## src/rtl/keypad_operand_entry.sv

```systemverilog
// Scans a 4x4 keypad, debounces single key presses and collects three hex keys
// into an {a, b, sel} operand set that is handed to an ALU with a valid/ack pair.
module keypad_operand_entry #(
  parameter int SCAN_DIV = 1000,
  parameter int DEBOUNCE = 20
) (
  input  logic       clk,
  input  logic       rst_n,
  output logic [3:0] col_n,
  input  logic [3:0] row_n,
  output logic [3:0] key_code,
  output logic       key_strobe,
  output logic [3:0] a,
  output logic [3:0] b,
  output logic [3:0] sel,
  output logic       op_valid,
  input  logic       op_ack,
  output logic [1:0] entry_state
);

  localparam int SW = (SCAN_DIV > 2) ? $clog2(SCAN_DIV) : 1;
  localparam int DW = $clog2(DEBOUNCE + 1);
  localparam logic [SW-1:0] SCAN_LAST = SW'(SCAN_DIV - 1);
  localparam logic [DW-1:0] DB_MAX    = DW'(DEBOUNCE);

  typedef enum logic [1:0] {
    DB_IDLE, DB_PRESS_WAIT, DB_HELD, DB_RELEASE_WAIT
  } db_state_t;

  typedef enum logic [1:0] {
    GET_A = 2'b00, GET_B = 2'b01, GET_SEL = 2'b10, PENDING = 2'b11
  } entry_state_t;

  logic [SW-1:0] scan_cnt;
  logic [1:0]    col_idx;
  logic          slot_end;
  logic          frame_end;

  assign slot_end  = (scan_cnt == SCAN_LAST);
  assign frame_end = slot_end && (col_idx == 2'd3);
  assign col_n     = ~(4'b0001 << col_idx);

  always_ff @(posedge clk or negedge rst_n) begin
    if (!rst_n) begin
      scan_cnt <= '0;
      col_idx  <= 2'd0;
    end else if (slot_end) begin
      scan_cnt <= '0;
      col_idx  <= col_idx + 2'd1;
    end else begin
      scan_cnt <= scan_cnt + SW'(1);
    end
  end

  // Per-frame hit counting: acc_hits saturates at 2, which already means "invalid".
  logic [3:0] row_low;
  logic [2:0] row_hits;
  logic [1:0] row_idx;
  logic [1:0] acc_hits;
  logic [3:0] acc_key;
  logic [2:0] hit_sum;
  logic [1:0] frame_hits;
  logic [3:0] frame_key;
  logic       frame_none;
  logic       frame_single;

  always_comb begin
    row_low  = ~row_n;
    row_hits = 3'd0;
    row_idx  = 2'd0;
    for (int r = 3; r >= 0; r--) begin
      if (row_low[r]) begin
        row_hits = row_hits + 3'd1;
        row_idx  = 2'(r);
      end
    end
    hit_sum    = 3'(acc_hits) + row_hits;
    frame_hits = (hit_sum >= 3'd2) ? 2'd2 : hit_sum[1:0];
    frame_key  = (acc_hits == 2'd0) ? {row_idx, col_idx} : acc_key;
  end

  assign frame_none   = frame_end && (frame_hits == 2'd0);
  assign frame_single = frame_end && (frame_hits == 2'd1);

  always_ff @(posedge clk or negedge rst_n) begin
    if (!rst_n) begin
      acc_hits <= 2'd0;
      acc_key  <= 4'd0;
    end else if (slot_end) begin
      if (col_idx == 2'd3) begin
        acc_hits <= 2'd0;
        acc_key  <= 4'd0;
      end else begin
        acc_hits <= frame_hits;
        acc_key  <= frame_key;
      end
    end
  end

  db_state_t     db_state, db_next;
  logic [DW-1:0] db_count, count_next, count_inc;
  logic [3:0]    cand_key, cand_next;
  logic          accept;

  always_ff @(posedge clk or negedge rst_n) begin
    if (!rst_n) begin
      db_state <= DB_IDLE;
      db_count <= '0;
      cand_key <= 4'd0;
    end else begin
      db_state <= db_next;
      db_count <= count_next;
      cand_key <= cand_next;
    end
  end

  assign count_inc = (db_count == DB_MAX) ? DB_MAX : db_count + DW'(1);

  always_comb begin
    db_next    = db_state;
    count_next = db_count;
    cand_next  = cand_key;
    if (frame_end) begin
      case (db_state)
        DB_IDLE: begin
          if (frame_single) begin
            cand_next  = frame_key;
            count_next = DW'(1);
            db_next    = (DEBOUNCE <= 1) ? DB_HELD : DB_PRESS_WAIT;
          end
        end
        DB_PRESS_WAIT: begin
          if (frame_single && (frame_key == cand_key)) begin
            count_next = count_inc;
            if (count_inc == DB_MAX) db_next = DB_HELD;
          end else begin
            count_next = '0;
            db_next    = DB_IDLE;
          end
        end
        DB_HELD: begin
          if (frame_none) begin
            count_next = DW'(1);
            db_next    = (DEBOUNCE <= 1) ? DB_IDLE : DB_RELEASE_WAIT;
          end
        end
        DB_RELEASE_WAIT: begin
          if (frame_none) begin
            count_next = count_inc;
            if (count_inc == DB_MAX) begin
              count_next = '0;
              db_next    = DB_IDLE;
            end
          end else begin
            count_next = '0;
            db_next    = DB_HELD;
          end
        end
        default: db_next = DB_IDLE;
      endcase
    end
  end

  // Only the step into HELD accepts a key, so a held key strobes once.
  always_comb begin
    accept = (db_next == DB_HELD) &&
             ((db_state == DB_IDLE) || (db_state == DB_PRESS_WAIT));
  end

  always_ff @(posedge clk or negedge rst_n) begin
    if (!rst_n) begin
      key_strobe <= 1'b0;
      key_code   <= 4'd0;
    end else begin
      key_strobe <= accept;
      if (accept) key_code <= frame_key;
    end
  end

  entry_state_t entry, entry_next;

  always_ff @(posedge clk or negedge rst_n) begin
    if (!rst_n) entry <= GET_A;
    else        entry <= entry_next;
  end

  always_comb begin
    entry_next = entry;
    case (entry)
      GET_A:   if (key_strobe) entry_next = GET_B;
      GET_B:   if (key_strobe) entry_next = GET_SEL;
      GET_SEL: if (key_strobe) entry_next = PENDING;
      PENDING: if (op_ack)     entry_next = GET_A;
      default: entry_next = GET_A;
    endcase
  end

  always_comb begin
    entry_state = entry;
    op_valid    = (entry == PENDING);
  end

  always_ff @(posedge clk or negedge rst_n) begin
    if (!rst_n) begin
      a   <= 4'd0;
      b   <= 4'd0;
      sel <= 4'd0;
    end else if (key_strobe) begin
      if (entry == GET_A)   a   <= key_code;
      if (entry == GET_B)   b   <= key_code;
      if (entry == GET_SEL) sel <= key_code;
    end
  end

endmodule

```

## config.mk

```make
export PLATFORM = sky130hd
export DESIGN_NAME = keypad_operand_entry
export DESIGN_NICKNAME = d
export VERILOG_FILES = /design/src/rtl/keypad_operand_entry.sv
export SDC_FILE = /design/constraint.sdc
export NUM_CORES = 1
export LEC_CHECK = 0
export BUFFER_PORTS_ARGS = -buffer_cell sky130_fd_sc_hd__buf_2
export CAP_MARGIN = 20
export CORE_MARGIN = 2
export CORE_UTILIZATION = 50
export CTS_CLUSTER_DIAMETER = 80
export DETAILED_ROUTE_END_ITERATION = 16
export GPL_TIMING_DRIVEN = 0
export PLACE_DENSITY = 0.7
export SKIP_CTS_REPAIR_TIMING = 1
export SLEW_MARGIN = 20
export SYNTH_ARGS = -nofsm -noshare
export SYNTH_HDL_FRONTEND = slang
export SYNTH_SLANG_ARGS = --single-unit
export TNS_END_PERCENT = 5
```

## constraint.sdc

```tcl
create_clock -name clk -period 7.3 [get_ports clk]
set_input_delay 2.19 -clock clk [delete_from_list [all_inputs] [get_ports clk]]
set_output_delay 2.19 -clock clk [all_outputs]
set_load 0.005 [all_outputs]
```

# Yosys cells after proc, flatten, opt, wreduce, memory -nomap -nowiden
# Index checks and enable logic that the tools add are counted.
# totals
output_inout_bits	24
ram_bits	0
latch_bits	0
reg_bits	48
inputBits	7
mem_count	0
rom_bits	0
# classes
n_shift	1
addsub	7
eq_ne	19
div_mod_pow	0
order_cmp	1
bitwise	2
n_mux	33
reduce_logical	16
n_mul	0
# op_table
cell	count
2-bit 2-to-1 mux	17
5-bit 2-to-1 mux	6
5-bit one-hot mux with 4 select lines	1
2-bit one-hot mux with 4 select lines	2
2-bit == test (second input constant)	6
10-bit by 1-bit adder with 10-bit output (second input constant)	1
10-bit == test (second input constant)	1
5-bit == test (second input constant)	2
10-bit 2-to-1 mux	1
2-bit != test (second input constant)	5
3-bit by 1-bit adder with 3-bit output (second input constant)	3
3-bit 2-to-1 mux	3
2-bit zero test	4
4-bit 2-to-1 mux	2
4-bit inverter	2
2-bit by 1-bit == test with 1-bit output (second input constant)	3
2-bit AND reduction	3
3-bit AND reduction	2
5-bit by 1-bit adder with 5-bit output (second input constant)	1
1-bit logical AND	5
4-bit == test	1
4-bit AND reduction	1
1-bit by 2-bit << shifter with 4-bit output (first input constant)	1
2-bit by 3-bit adder with 3-bit output	1
other kinds (5)	5

# Logic depth before layout (Yosys ltp)
# Gate-level depths: netlist of run 1.
# depth
ltp_word	19
depth_mapped	13
mapped_depth_nobuf	12

# Least setup slack after synthesis of run 1
# OpenSTA, ideal clock, no wires.
# synth_path
kind	input to register
from	in row_n[2]
to	reg cand_key[0]
setup_ns	0.128
path_slack_ns	1.978
stages	11
path_buffers	1
arrival_time_ns	5.194
t_required_ns	7.172
path_cell_list	inv_1 -> ha_1 -> xnor2_1 -> ha_1 -> mux2_2 -> fa_1 -> xnor3_1 -> or2_1 -> or4_1 -> clkbuf_1 -> mux2_1
# synth_between
elab_chain_len	12
# synth_rtl
item	line	source
start: declaration	10	input logic [3:0] row_n,
4-bit inverter (*)	68	row_low = ~row_n;
3-bit 2-to-1 mux (*)	72	if (row_low[r]) begin
3-bit by 1-bit adder with 3-bit output	73	row_hits = row_hits + 3'd1;
3-bit 2-to-1 mux (*)	72	
3-bit by 1-bit adder with 3-bit output	73	
3-bit 2-to-1 mux (*)	72	
2-bit by 3-bit adder with 3-bit output (*)	77	hit_sum = 3'(acc_hits) + row_hits;
3-bit by 2-bit greater-or-equal comparator with 1-bit output	78	frame_hits = (hit_sum >= 3'd2) ? 2'd2 : hit_sum[1:0];
2-bit 2-to-1 mux (*)	78	
2-bit by 1-bit == test with 1-bit output (*)	83	assign frame_single = frame_end && (frame_hits == 2'd1);
1-bit logical AND (*)	83	
3-bit AND reduction (no source line) (*)	n/a	
end signal: assignment	113	cand_key <= cand_next;
end: declaration	102	logic [3:0] cand_key, cand_next;
# Mark *: on every way between the ends. The rest lies on a longest branch, timed or not.
# A chain may end at the register's enable or synchronous reset.

# Final worst setup path of run 1
# Same ends and word-level chain as after synthesis.

==> flow_results.org, run 1 <==
** Run status
- Result of the run :: complete, no violations

** Placed design
- Buffers added on ports :: 30
- Routability-driven placement finished with a final weighted congestion of between 0.8 and 0.9.
- Placed instance count :: 361
- Dpl hpwl :: ~3600 um
- OpenSTA, run right after detailed placement, puts the worst setup slack at about 1.6 ns.

** Route
- After the first detailed-routing iteration, the DRC count stood at 97.
- DR WL/cell :: roughly 13 um
- After detailed routing, the number of remaining DRC violations is 0.
- Detailed Routing Iterations Pass 1 :: 5
- Count of antenna-violating nets left after detailed routing :: 0
- Via Count :: about 1900
- DRT Wirelength :: slightly below 5000 um
- Per-cell via count in the routed design :: 5.26

** STA
- Max Clock Skew :: 0.00731 ns
- Post-Route Setup TNS :: 0 ns
- Setup repair after global routing left no endpoint under its margin.
- The max-slew violation count was 0.
- Worst hold slack :: about 0.48 ns
- The final-report hold violation count was 0.
- In the post-route analysis, the smallest setup slack over all paths is between 1.5 and 2 ns.
- Pin slew with the least headroom to its limit :: between 0.7 and 0.8 ns
- Highest attainable clock frequency :: about 0.19 GHz
- The routed design could run at a clock period as short as ~5.4 ns.
- The final critical path takes up ~74% of the cycle.
- Slew headroom :: between 40% and 50%
- Number of setup violations in the final report :: 0

** Clock network
- Clock latency on the worst-skew pair :: 0.30 ns
- Clock-pin slew was measured on the worst setup and hold paths at about 0.09 ns.
- Clock tree synthesis inserted a total of 5 buffers.
- Maximum clock path buffer count :: 2
- TritonCTS clock tree :: done
- Clock root cell :: sky130_fd_sc_hd__clkbuf_8
- Number of levels in the clock H-tree :: 2
- Number of clock sinks :: 48

** Setup path
- The worst register-to-register path has a depth of 7.
- CP required :: roughly 7.5 ns
- R2r setup slk :: around 4.4 ns
- For the worst setup path, the data arrival time is 5.57 ns.
- STA classifies the critical path endpoint as a register.
- STA classifies the critical path startpoint as an input port.
- The slowest stage of the critical path belongs to the cell sky130_fd_sc_hd__or4_1.
- Cells along the critical path :: buf_2 > inv_1 > ha_1 > xnor2_1 > ha_1 > mux2_2 > fa_1 > xnor3_1 > or2_1 > or4_1 > clkbuf_1 > mux2_1
- Cell repeated most along the worst path :: sky130_fd_sc_hd__ha_1
- The setup path with the least slack is of type input port to register.
- In this design, the stage delay of the slowest critical-path cell is 0.48 ns.
- Maximum fanout count along the critical path :: 6

** Floorplan
- Measured along the x axis, the die boundary spans ~77 um.
- The die is about 77 um tall.
- The die covers between 5000 and 6000 um^2.
- Core region area :: slightly above 5000 um^2
- For this configuration, the core starts out at a cell density of approximately half.
- For this design the top-level I/O count stands at 31.
- Site row count :: 26

** Yosys
- Average cell area after synthesis :: approximately 10 um^2
- Counting flops and latches in the post-synthesis netlist gives 48.
- Synthesis produced a netlist whose cell count is 261.
- Warnings from Yosys :: 0
- Sequential cells were found to cover a little under half of the synthesized design area.
- Mapped cell area :: around 2600 um^2
- Syn Nets :: 287
- Primary FF master, synth :: sky130_fd_sc_hd__dfrtp_1
- Fraction of registers with async set/reset :: 100%
- Yosys mapped a number of flops with a built-in enable equal to 0.
- Distinct cell type count after synthesis :: between 40 and 50

** Global routing
- The initial antenna violation count is 0.
- Congestion Overflow GR :: 0
- Global routing consumed, over all layers together, approximately 18% of the routing resources.
- Largest net degree at the start of global routing :: between 40 and 50
- Global-route wire length before repair :: 8520 um
- The number of global-route vias before repair is 1823.

** Power
- For this design the ratio of total power to cell area is 159 nW/um^2.
- Leakage power :: 1.49 nW
- The worst-case IR drop observed on VDD is 0.0000867 V.

** Cells and area
- Once layout is complete, the cells apart from fillers number roughly 370.
- The post-route netlist has between 15 and 20% of its cells at a drive strength greater than 1.
- Syn-to-layout area delta :: 12.8%
- For this run, the post-layout net count is between 300 and 400.
- The number of antenna diodes in the final layout is 0.
- Post-route core utilization :: between 50% and 60%

** Hold path
- Path class of the lowest-slack min-delay path :: register to register
- The worst hold path was traced through 2 stages.

** Run
- Across the run, the number of max-cap violations was 0.
## worst max-delay path, delay by kind of cell
family / cells / cell delay [ns]
and+or+nand+nor: 2 / 0.77
buffers and inverters: 3 / 0.36
adders and majority gates: 3 / 0.98
muxes: 2 / 0.62
xor gates and xnor gates: 2 / 0.65
## worst paths after layout
path                                   startpoint                 endpoint
min reg2reg                      a[3]$_DFFE_PN0P_         a[3]$_DFFE_PN0P_
max                                      row_n[2]  cand_key[0]$_DFFE_PN0P_
max in group asynchronous                   rst_n       sel[2]$_DFFE_PN0P_
min in group asynchronous                   rst_n         a[1]$_DFFE_PN0P_
min                              a[3]$_DFFE_PN0P_         a[3]$_DFFE_PN0P_
max reg2reg                col_idx[1]$_DFFE_PN0N_  key_code[1]$_DFFE_PN0P_
## synthesized netlist by cell type (all sizes together) (3+ instances only)
| master | instances | area [um^2] |
|---|---|---|
| nand2b | 3 | 18.8 |
| mux2 | 13 | 154 |
| o31ai | 4 | 30.0 |
| clkbuf | 4 | 15.0 |
| o21ai | 18 | 90.1 |
| xnor2 | 6 | 52.6 |
| nand3 | 9 | 45.0 |
| dfrtp | 48 | 1200 |
| mux2i | 3 | 30.0 |
| nor3 | 8 | 45.0 |
| xor2 | 10 | 87.6 |
| nor4 | 4 | 31.3 |
| ha | 18 | 225 |
| nor2 | 16 | 60.1 |
| inv | 19 | 71.3 |
| or2 | 3 | 18.8 |
| a21oi | 9 | 45.0 |
| a22o | 4 | 35.0 |
| nand2 | 33 | 124 |
## flip-flops by register name (all words and copies together) (netlist names)
signal,flops
a,4
acc_hits,2
acc_key,4
b,4
cand_key,4
col_idx,2
db_count,5
db_state,2
entry_state,2
key_code,4
key_strobe,1
scan_cnt,10
sel,4
## cell type report
class	instances	area [um^2]
tap	70	87.6
multi-input combinational	188	1330
fill	436	2130
clock inverter	2	15.0
buffer	6	37.5
timing repair buffer	30	153
inverter	19	71.3
clock buffer	6	82.6
sequential	48	1200
## logic make-up after synthesis
logic type,synth area share [%]
compound gates,12.0
xor+xnor,6.16
fa+ha+maj,9.28
buf+inv,4.12
flops,45.5
mux,6.96
simple gates,16.0
## stage by stage
stage                     power (mW)  cell area [um^2]
after floorplan                0.298              2640
after global placement         0.310              2880
after detailed placement       0.312              2880
after CTS                      0.477              2980
after global routing           0.496              2980
final                          0.474              2980
## where the power goes
| part | internal, mW | switching [mW] |
|---|---|---|
| Combinational | 0.0154 | 0.0238 |
| Clock | 0.0767 | 0.0906 |
| Sequential | 0.267 | 0.000437 |
| Total | 0.359 | 0.115 |
## placed cells by master (no fill, tap or decap), drive strengths merged, types with 4 or more instances in the layout
master	netlist	final
buf	2	32
mux2	13	13
nor2	16	16
a22o	4	4
o21ai	18	18
o31ai	4	4
nor3	8	8
ha	18	18
dfrtp	48	48
inv	19	19
nand3	9	9
xnor2	6	6
nand2	33	33
nor4	4	4
xor2	10	10
a21oi	9	9
clkbuf	4	10
## metal layers
layer / GRT usage, % / part of all wire (%) / vias up
met5: 0 / 0 / -
met4: 6.00 / 1.5 / 0
met3: 2.71 / 3.8 / 7
met2: 28.7 / 45 / 50
met1: 25.1 / 50 / 902
li1: - / - / 981
Power figures use the tool's default switching activity.
==> run 2, diff against run 1 <==
- ABC_AREA: not set -> 1
- clock period: 7.3 -> 5.6 ns (I/O delays scaled with it)
==> run 2 against run 1 <==
  * Worst setup slack got worse by 0.36 ns
  * Synthesized cell count rose by 37%
  * Flip-flop and latch count is the same
  * Core utilization fell by 0.31 points
  * Sequential power rose by 37%
  * Critical endpoint is now key_code[3]$_DFFE_PN0P_
  * Largest cell class unchanged
  * Largest power group unchanged
==> flow_results.org, run 2 <==
** Cells and area
- Register containing the most flip-flops in the final layout :: scan_cnt
- The sequential standard cell area was 1200 um^2 (unchanged).
- Top flop regs :: scan_cnt (10), db_count (5)
- The library cells used most frequently in the layout, excluding fill and tap cells, are sky130_fd_sc_hd__nand2_1 (101), sky130_fd_sc_hd__inv_1 (49), sky130_fd_sc_hd__dfrtp_1 (48).
- Leading cell type in the layout, fill and taps excluded :: sky130_fd_sc_hd__nand2_1
- The number of flip-flops under the largest register name was 10 (unchanged).
- The combined area of the multi-input logic cells was 1440 um^2 (+8.5%).
- Compared with the post-synthesis result, the final layout area differs by 11.8%.
- Ratio of cells with drive above 1 in the final layout :: 18.2% (+0.50 points)
- The net count reported at finish was 420 (+30%).
- The final cell area excluding filler cells came to 3210 um^2 (+7.9%).
- The number of filler cells placed in the layout is 536 (+23%).
- Inserted Diodes :: 0 (unchanged)

** Global routing
- The pin count of the biggest net entering global routing came to 49 (unchanged).
- Antenna violations before repair :: 0 (unchanged)
- Congestion Overflow GR :: 0 (unchanged)
- Total track usage :: 19.4% (+1.5 points)
- Vias in the first global route :: 2260 (+24%)
- Global-route wire length before repair :: 9850 um (+16%)

** Yosys
- Dominant cell by count in the synthesized netlist :: sky130_fd_sc_hd__nand2_1
- Post-synth top cells :: sky130_fd_sc_hd__nand2_1 (101), sky130_fd_sc_hd__inv_1 (49), sky130_fd_sc_hd__dfrtp_1 (48)
- The mean post-synth cell area was 8.05 um^2 (-20%).
- Cells after synthesis :: 357 (+37%)
- The biggest area contributor in the post-synthesis netlist is sky130_fd_sc_hd__dfrtp_1.
- Warnings from Yosys :: 0 (unchanged)
- The cell area after technology mapping was 2870 um^2 (+8.8%).
- Ranked by total cell area, the synthesized netlist is headed by sky130_fd_sc_hd__dfrtp_1 (42%), sky130_fd_sc_hd__nand2_1 (13%), sky130_fd_sc_hd__ha_1 (7.8%).
- The most used flip-flop cell after synthesis is sky130_fd_sc_hd__dfrtp_1.
- The number of register bits inferred by synthesis came to 48 (unchanged).
- The number of synthesized flops with an enable pin came to 0 (unchanged).
- The fraction of registers with async set or reset after synthesis was 100% (unchanged).
- The total nets after synthesis was 383 (+33%).
- The number of distinct library cells after synthesis was 32 (-33%).
- Portion of synthesized cell area occupied by the leading cell type :: 41.8% (-3.7 points)
- The register area share after synthesis is 41.8% (-3.7 points).

** STA
- The measured slew at the worst slew-check pin was 0.588 ns (-0.211 ns).
- The worst-case hold slack is 0.460 ns (-0.0182 ns).
- Slew headroom :: 60.8% (+15 points)
- Final Critical Period :: 4.03 ns
- Final Hold Vio Count :: 0 (unchanged)
- Final Slew Violations :: 0 (unchanged)
- Highest attainable clock frequency :: ~0.25 GHz
- The worst path uses between 70 and 80% of the clock period.
- The total of endpoints with negative setup slack in the final report was 0 (unchanged).
- The accumulated negative setup slack is 0 ns (unchanged).
- Setup repair after global routing left no endpoint under its margin.
- The worst clock skew came to 0.00695 ns (-0.000367 ns).

** Setup path
- Worst endpoint data arrival time :: 4.23 ns (-1.34 ns)
- The critical path is of the input port to register type.
- Buffer and inverter count on the worst path :: 3 (unchanged)
- Crit. End Element :: register
- The biggest fanout along the worst timing path came to 9 (+3).
- Cells along the critical path :: buf_2 > inv_1 > ha_1 > xnor2_1 > ha_1 > nand2_1 > nand2_1 > fa_1 > inv_1 > nand3_2 > nand3_2 > nand2_1 > nor2_4 > nand3_2 > nor2_8 > nand3_4 > nand2_1 > nand2_1
- The worst setup path is launched from an input port.
- The cell that appears most often on the critical path is sky130_fd_sc_hd__nand2_1.
- On the critical path the largest part of the delay comes from simple AND/OR/NAND/NOR gates.
- The required time at the worst-slack endpoint was 5.80 ns (-1.69 ns).
- Slowest cell on the critical path :: sky130_fd_sc_hd__fa_1
- The largest stage delay on the critical path is 0.41 ns (-0.07 ns).

** Hold path
- The worst hold path belongs to the class register to register.

** Placed design
- The last weighted congestion value of the routability-driven placer is 0.812 (+1.0%).
- Dpl hpwl :: 4130 um (+14%)
- The count of buffers inserted at the top-level ports is 30 (unchanged).
- Post-placement cell area :: 3110 um^2 (+8.2%)

** Route
- DR WL/cell :: 11.8 um (-11%)
- The aggregate routed wire length is 5520 um (+13%).
- The number of vias per cell after detailed routing was 5.02 (-4.6%).
- Via Count :: 2343 (+21%)
- Detailed Routing Iterations Pass 1 :: 4 (-1)
- The number of nets with antenna violations after detailed routing came to 0 (unchanged).
- Post-route DRC violation count :: 0 (unchanged)
- Initial drt markers :: 130 (+34%)

** Power
- The worst ir drop on vdd was 0.000108 V (+24%).
- Leakage power :: 1.67 nW (+12%)
- The fraction of power consumed by combinational cells came to 19.7% (+11 points).
- Proportion of power drawn by flip-flops and latches :: 50.3% (-6.1 points)
- Switching share of power :: 30.3% (+6.0 points)
- The power density relative to cell area came to 227 nW/um^2 (+43%).
- The share of total power in the clock network was 30.1% (-5.2 points).
- Internal :: 508 uW (+42%)
- Net switching power figure :: 220 uW (+92%)

** Floorplan
- Die Span X :: 79.8 um (+4.1%)
- Site row count :: 27 (+3.8%)
- Number of top-level pins :: 31 (unchanged)
- The vertical die dimension was 79.8 um (+4.1%).
- The initial cell density of the core is 51.9% (+0.16 points).
- Area of the die :: 6370 um^2 (+8.3%)
- The core box area was 5540 um^2 (+8.5%).

** Clock network
- Number of clock sinks :: 48 (unchanged)
- In this run the clock root is driven by a sky130_fd_sc_hd__clkbuf_8.
- The maximum level of the CTS H-tree was 2 (unchanged).
- The clock-pin slew on the worst setup and hold paths came to 0.09 ns (about the same).
- The number of buffers created by CTS is 5 (unchanged).
- TritonCTS clock tree :: done
- Clock latency on the worst-skew pair :: 0.30 ns (about the same)
- The number of buffers on the longest clock path came to 2 (unchanged).

** Run status
- The run finished with clean final reports.

** Run
- The number of maximum-capacitance constraint violations was 0 (unchanged).
==> run 2: cell count changes after synthesis, sizes merged, moves of 4 or more <==
cell,before,now
mux2,13,0
xnor2,6,1
a22o,4,0
nor2,16,28
o21ai,18,33
xor2,10,4
nor4,4,0
nand3,9,31
inv,19,52
nand4,1,9
nand2,33,109
==> run 2: cell type report <==
| type | count | area share [%] |
|---|---|---|
| plain buffers | 2 | 0.779 |
| clock buffers | 6 | 2.57 |
| clock inverters | 2 | 0.467 |
| inverters | 53 | 6.34 |
| multi-input cells | 254 | 44.9 |
| flip-flops and latches | 48 | 37.4 |
| well taps | 72 | 2.80 |
| repair buffers | 30 | 4.75 |
==> run 2: final timing paths <==
kind | from | depth (start not counted) | end | slack [ns]
worst min-delay path | scan_cnt[0]$_DFF_PN0_ | 1 | scan_cnt[0]$_DFF_PN0_ | 0.46
worst min register to register | scan_cnt[0]$_DFF_PN0_ | 1 | scan_cnt[0]$_DFF_PN0_ | 0.46
worst max-delay path | row_n[2] | 18 | key_code[3]$_DFFE_PN0P_ | 1.57
min in group asynchronous | rst_n | 1 | scan_cnt[2]$_DFF_PN0_ | 1.38
max in group asynchronous | rst_n | 1 | db_count[1]$_DFFE_PN0P_ | 3.83
worst max register to register | acc_hits[0]$_DFFE_PN0N_ | 12 | key_code[3]$_DFFE_PN0P_ | 3.45
==> run 2: kinds of logic (layout without fill, tap and decap cells) <==
family,count (synthesis),count (layout),share of synthesized area [%]
simple gates,183,183,31.4
buf+inv,55,93,7.97
flops,48,48,41.8
compound gates,47,47,8.75
fa+ha+maj,19,19,8.53
xor+xnor,5,5,1.52
==> run 2: worst register-to-register path: cells and delay by family, from the launching register on <==
family / cells / cell delay [ns]
adders and majority gates: 2 / 0.60
buffers and inverters: 1 / 0.08
DFF: 1 / 0.42
and+or+nand+nor: 9 / 0.95
==> run 2: power by group through the flow <==
stage	clock network (mW)	registers, mW	logic (mW)
2_1_floorplan	0	0.372	0.102
3_3_place_gp	0	0.372	0.138
3_5_place_dp	0	0.373	0.145
4_1_cts	0.228	0.366	0.146
5_1_grt	0.242	0.368	0.167
6_report	0.219	0.366	0.143
==> run 2: layer usage <==
layer | routed length, um | track usage (%) | vias to the layer above
li1 | - | - | 1221
met1 | 2550 | 24.4 | 1081
met4 | 79 | 6.95 | 0
met5 | 0 | 0 | -
met2 | 2710 | 33.6 | 35
met3 | 185 | 3.39 | 6
==> run 2: stage by stage <==
step	util [%]	worst slack [ns]	total power, mW	cells
3_3_place_gp	56.2	1.29	0.511	459
3_5_place_dp	56.2	1.23	0.518	459
6_report	58.0	1.57	0.729	467
5_1_grt	58.0	1.32	0.777	467
2_1_floorplan	-	1.59	0.474	357
4_1_cts	58.0	1.55	0.740	467
==> run 3, diff against run 2 <==
- PLACE_DENSITY: 0.7 -> 0.72
- clock period: 5.6 -> 3.3 ns (I/O delays scaled with it)
==> run 3 against run 2 <==
  * Clock skew barely moved
  * Combinational power increased by 85%
  * Global-route usage is 0.091 points higher
  * Critical path depth unchanged
  * Clock-buffer cell count unchanged
  * Register-to-register slack worse by 2.3 ns
  * Sequential share of layout area fell by 1.1 points
  * Non-clock buffer count grew 3
  * Via count up 1.6%
  * Sequential power rose by 69%
  * Worst setup slack got worse by 1.4 ns
  * Largest power group unchanged
==> flow_results.org, run 3 (synthesis results as in run 2) <==
** Hold path
- The tightest min-delay check is of the register to register type.
- The startpoint identified for the worst hold timing path is scan_cnt[0]$_DFF_PN0_.

** Global routing
- The initial antenna violation count came to 0 (unchanged).
- The pin count of the biggest net entering global routing came to 49 (unchanged).
- Global-route wire length before repair :: 10000 um (+1.7%)
- The number of global-route vias before repair is 2310 (+2.2%).
- The total congestion overflow after global routing came to 0 (unchanged).
- The all-layer global routing usage is 19.5% (+0.091 points).

** Power
- Power per unit of standard cell area :: 380 nW/um^2 (+68%)
- The worst ir drop on vdd was 0.000187 V (+73%).
- The leakage power was 1.70 nW (+1.5%).

** Route
- Via Count :: 2380 (+1.6%)
- The number of vias per cell after detailed routing was 5.06 (+0.93%).
- DR WL/cell :: 11.6 um (-1.5%)
- The count of unresolved DRC violations after routing was 0 (unchanged).
- Detailed Routing Iterations Pass 1 :: 4 (unchanged)
- Initial drt markers :: 88 (-32%)
- Count of antenna-violating nets left after detailed routing :: 0 (unchanged)
- The aggregate routed wire length came to 5470 um (-0.85%).

** Cells and area
- The non-filler instance count after layout is 470 (+0.64%).
- Number of filler instances in the final layout :: 496 (-7.5%)
- The largest registers in the layout are scan_cnt (10), db_count (5).
- The combined area of the multi-input logic cells was 1500 um^2 (+4.0%).
- Leading cell type in the layout, fill and taps excluded :: sky130_fd_sc_hd__nand2_1
- Ratio of cells with drive above 1 in the final layout :: 21.6% (+3.4 points)
- The net count reported at finish was 423 (+0.71%).
- The sequential standard cell area was 1200 um^2 (unchanged).
- Syn-to-layout area delta :: 15.2%
- The number of diodes came to 0 (unchanged).
- Register containing the most flip-flops in the final layout :: scan_cnt
- Number of flip-flops under the largest register name :: 10 (unchanged)
- Leading cell types in the layout, fill and taps excluded :: sky130_fd_sc_hd__nand2_1 (95), sky130_fd_sc_hd__dfrtp_1 (48), sky130_fd_sc_hd__inv_1 (47)

** Setup path
- Worst endpoint data arrival time :: 3.32 ns (-0.91 ns)
- The critical path is of the input port to register type.
- The worst setup path is captured at a register.
- CP required :: 3.49 ns (-2.31 ns)
- The biggest fanout along the worst timing path is 6 (-3).
- Worst setup path startpoint :: row_n[2]
- Sort of element at the start of the critical path :: input port
- Startpoint of the worst-slack reg-to-reg timing path :: acc_hits[0]$_DFFE_PN0N_

** Clock network
- Maximum clock path buffer count :: 2 (unchanged)
- The maximum level of the CTS H-tree is 2 (unchanged).
- The number of buffers created by CTS was 5 (unchanged).
- The clock latency reported for the late side of the worst-skew pair is 0.30 ns (about the same).
- The clock-pin slew on the worst setup and hold paths was 0.09 ns (about the same).
- Clock root cell :: sky130_fd_sc_hd__clkbuf_8
- TritonCTS clock tree :: done
- Number of clock sinks :: 48 (unchanged)

** Floorplan
- The number of core rows came to 27 (unchanged).
- Core region area :: 5540 um^2 (unchanged)
- The vertical die dimension was 79.8 um (unchanged).
- The die outline area is 6370 um^2 (unchanged).
- The die width was 79.8 um (unchanged).
- The top-level port count is 31 (unchanged).
- The initial cell density of the core is 51.9% (unchanged).

** Run
- Maximum capacitance violations :: 0 (unchanged)

** Placed design
- The half-perimeter wire length of the detailed placement result is 4080 um (-1.3%).
- The last weighted congestion value of the routability-driven placer was 0.825 (+1.6%).
- Buffers added on ports :: 30 (unchanged)
- Placed instance count :: 459 (unchanged)

** STA
- Final Critical Period :: between 3 and 4 ns
- Worst hold slack :: 0.464 ns (+0.00392 ns)
- Final Slew Violations :: 0 (unchanged)
- Number of setup violations in the final report :: 0 (unchanged)
- Slew headroom :: 61.4% (+0.63 points)
- Setup repair after global routing left no endpoint under its margin.
- Post-Route Setup TNS :: 0 ns (unchanged)
- Final Cycle Share :: 94.8%
- The worst clock skew came to 0.00709 ns (+0.000146 ns).
- The final-report hold violation count came to 0 (unchanged).
- For this run, the top clock speed supported by timing is between 0.3 and 0.4 GHz.
- Pin slew with the least headroom to its limit :: 0.579 ns (-0.00943 ns)

** Run status
- Result of the run :: complete, no violations
-- run 3: per-stage QoR --
stage,total power [mW],util [%],setup slack [ns],area [um^2]
floorplan,0.805,-,0.0202,2880
global placement,0.866,56.3,-0.261,3120
detailed placement,0.885,56.3,-0.363,3120
CTS,1.26,58.1,-0.0411,3220
global route,1.34,59.7,0.00233,3310
finish,1.26,59.7,0.172,3310
-- run 3: layer usage --
metal / vias up / share of wire, % / GRT usage, %
met3: 6 / 3.6 / 3.28
met2: 38 / 49 / 34.5
met5: - / 0 / 0
met4: 0 / 1.3 / 5.76
met1: 1109 / 46 / 24.5
li1: 1227 / - / -
-- run 3: worst max-delay path, stage by stage --
cell and delay (ns):
sky130_fd_sc_hd__buf_4 0.13, sky130_fd_sc_hd__inv_2 0.07, sky130_fd_sc_hd__ha_4 0.21, sky130_fd_sc_hd__xnor2_2 0.14
sky130_fd_sc_hd__ha_1 0.31, sky130_fd_sc_hd__nand2_2 0.07, sky130_fd_sc_hd__nand2_2 0.06, sky130_fd_sc_hd__fa_2 0.34
sky130_fd_sc_hd__inv_1 0.07, sky130_fd_sc_hd__nand3_2 0.07, sky130_fd_sc_hd__nand3_2 0.08, sky130_fd_sc_hd__nand2_2 0.06
sky130_fd_sc_hd__nor2_4 0.19, sky130_fd_sc_hd__nand3_4 0.12, sky130_fd_sc_hd__nor2_8 0.18, sky130_fd_sc_hd__nand3_4 0.12
sky130_fd_sc_hd__nand2_1 0.08, sky130_fd_sc_hd__nand2_1 0.04
-- run 3: path summary, 6_finish.rpt --
| path | slack, ns | to | cells past startpoint |
|---|---|---|---|
| min reg2reg | 0.46 | scan_cnt[0]$_DFF_PN0_ | 1 |
| min | 0.46 | scan_cnt[0]$_DFF_PN0_ | 1 |
| max reg2reg | 1.17 | key_code[2]$_DFFE_PN0P_ | 12 |
| min in group asynchronous | 0.68 | scan_cnt[2]$_DFF_PN0_ | 1 |
| max | 0.17 | key_code[2]$_DFFE_PN0P_ | 18 |
| max in group asynchronous | 2.23 | db_count[0]$_DFFE_PN0P_ | 1 |
-- run 3: report_power, final --
group | internal, mW | total (mW) | switching [mW]
registers | 0.604 | 0.620 | 0.0161
logic | 0.0958 | 0.265 | 0.170
clock network | 0.170 | 0.372 | 0.202
-- run 3: cell type report --
class | instances | share of cell area [%]
buffer | 2 | 0.756
clock buffer | 6 | 2.50
clock inverter | 2 | 0.454
inverter | 53 | 6.16
multi-input combinational | 254 | 45.4
sequential | 48 | 36.3
tap | 72 | 2.72
timing repair buffer | 33 | 5.75
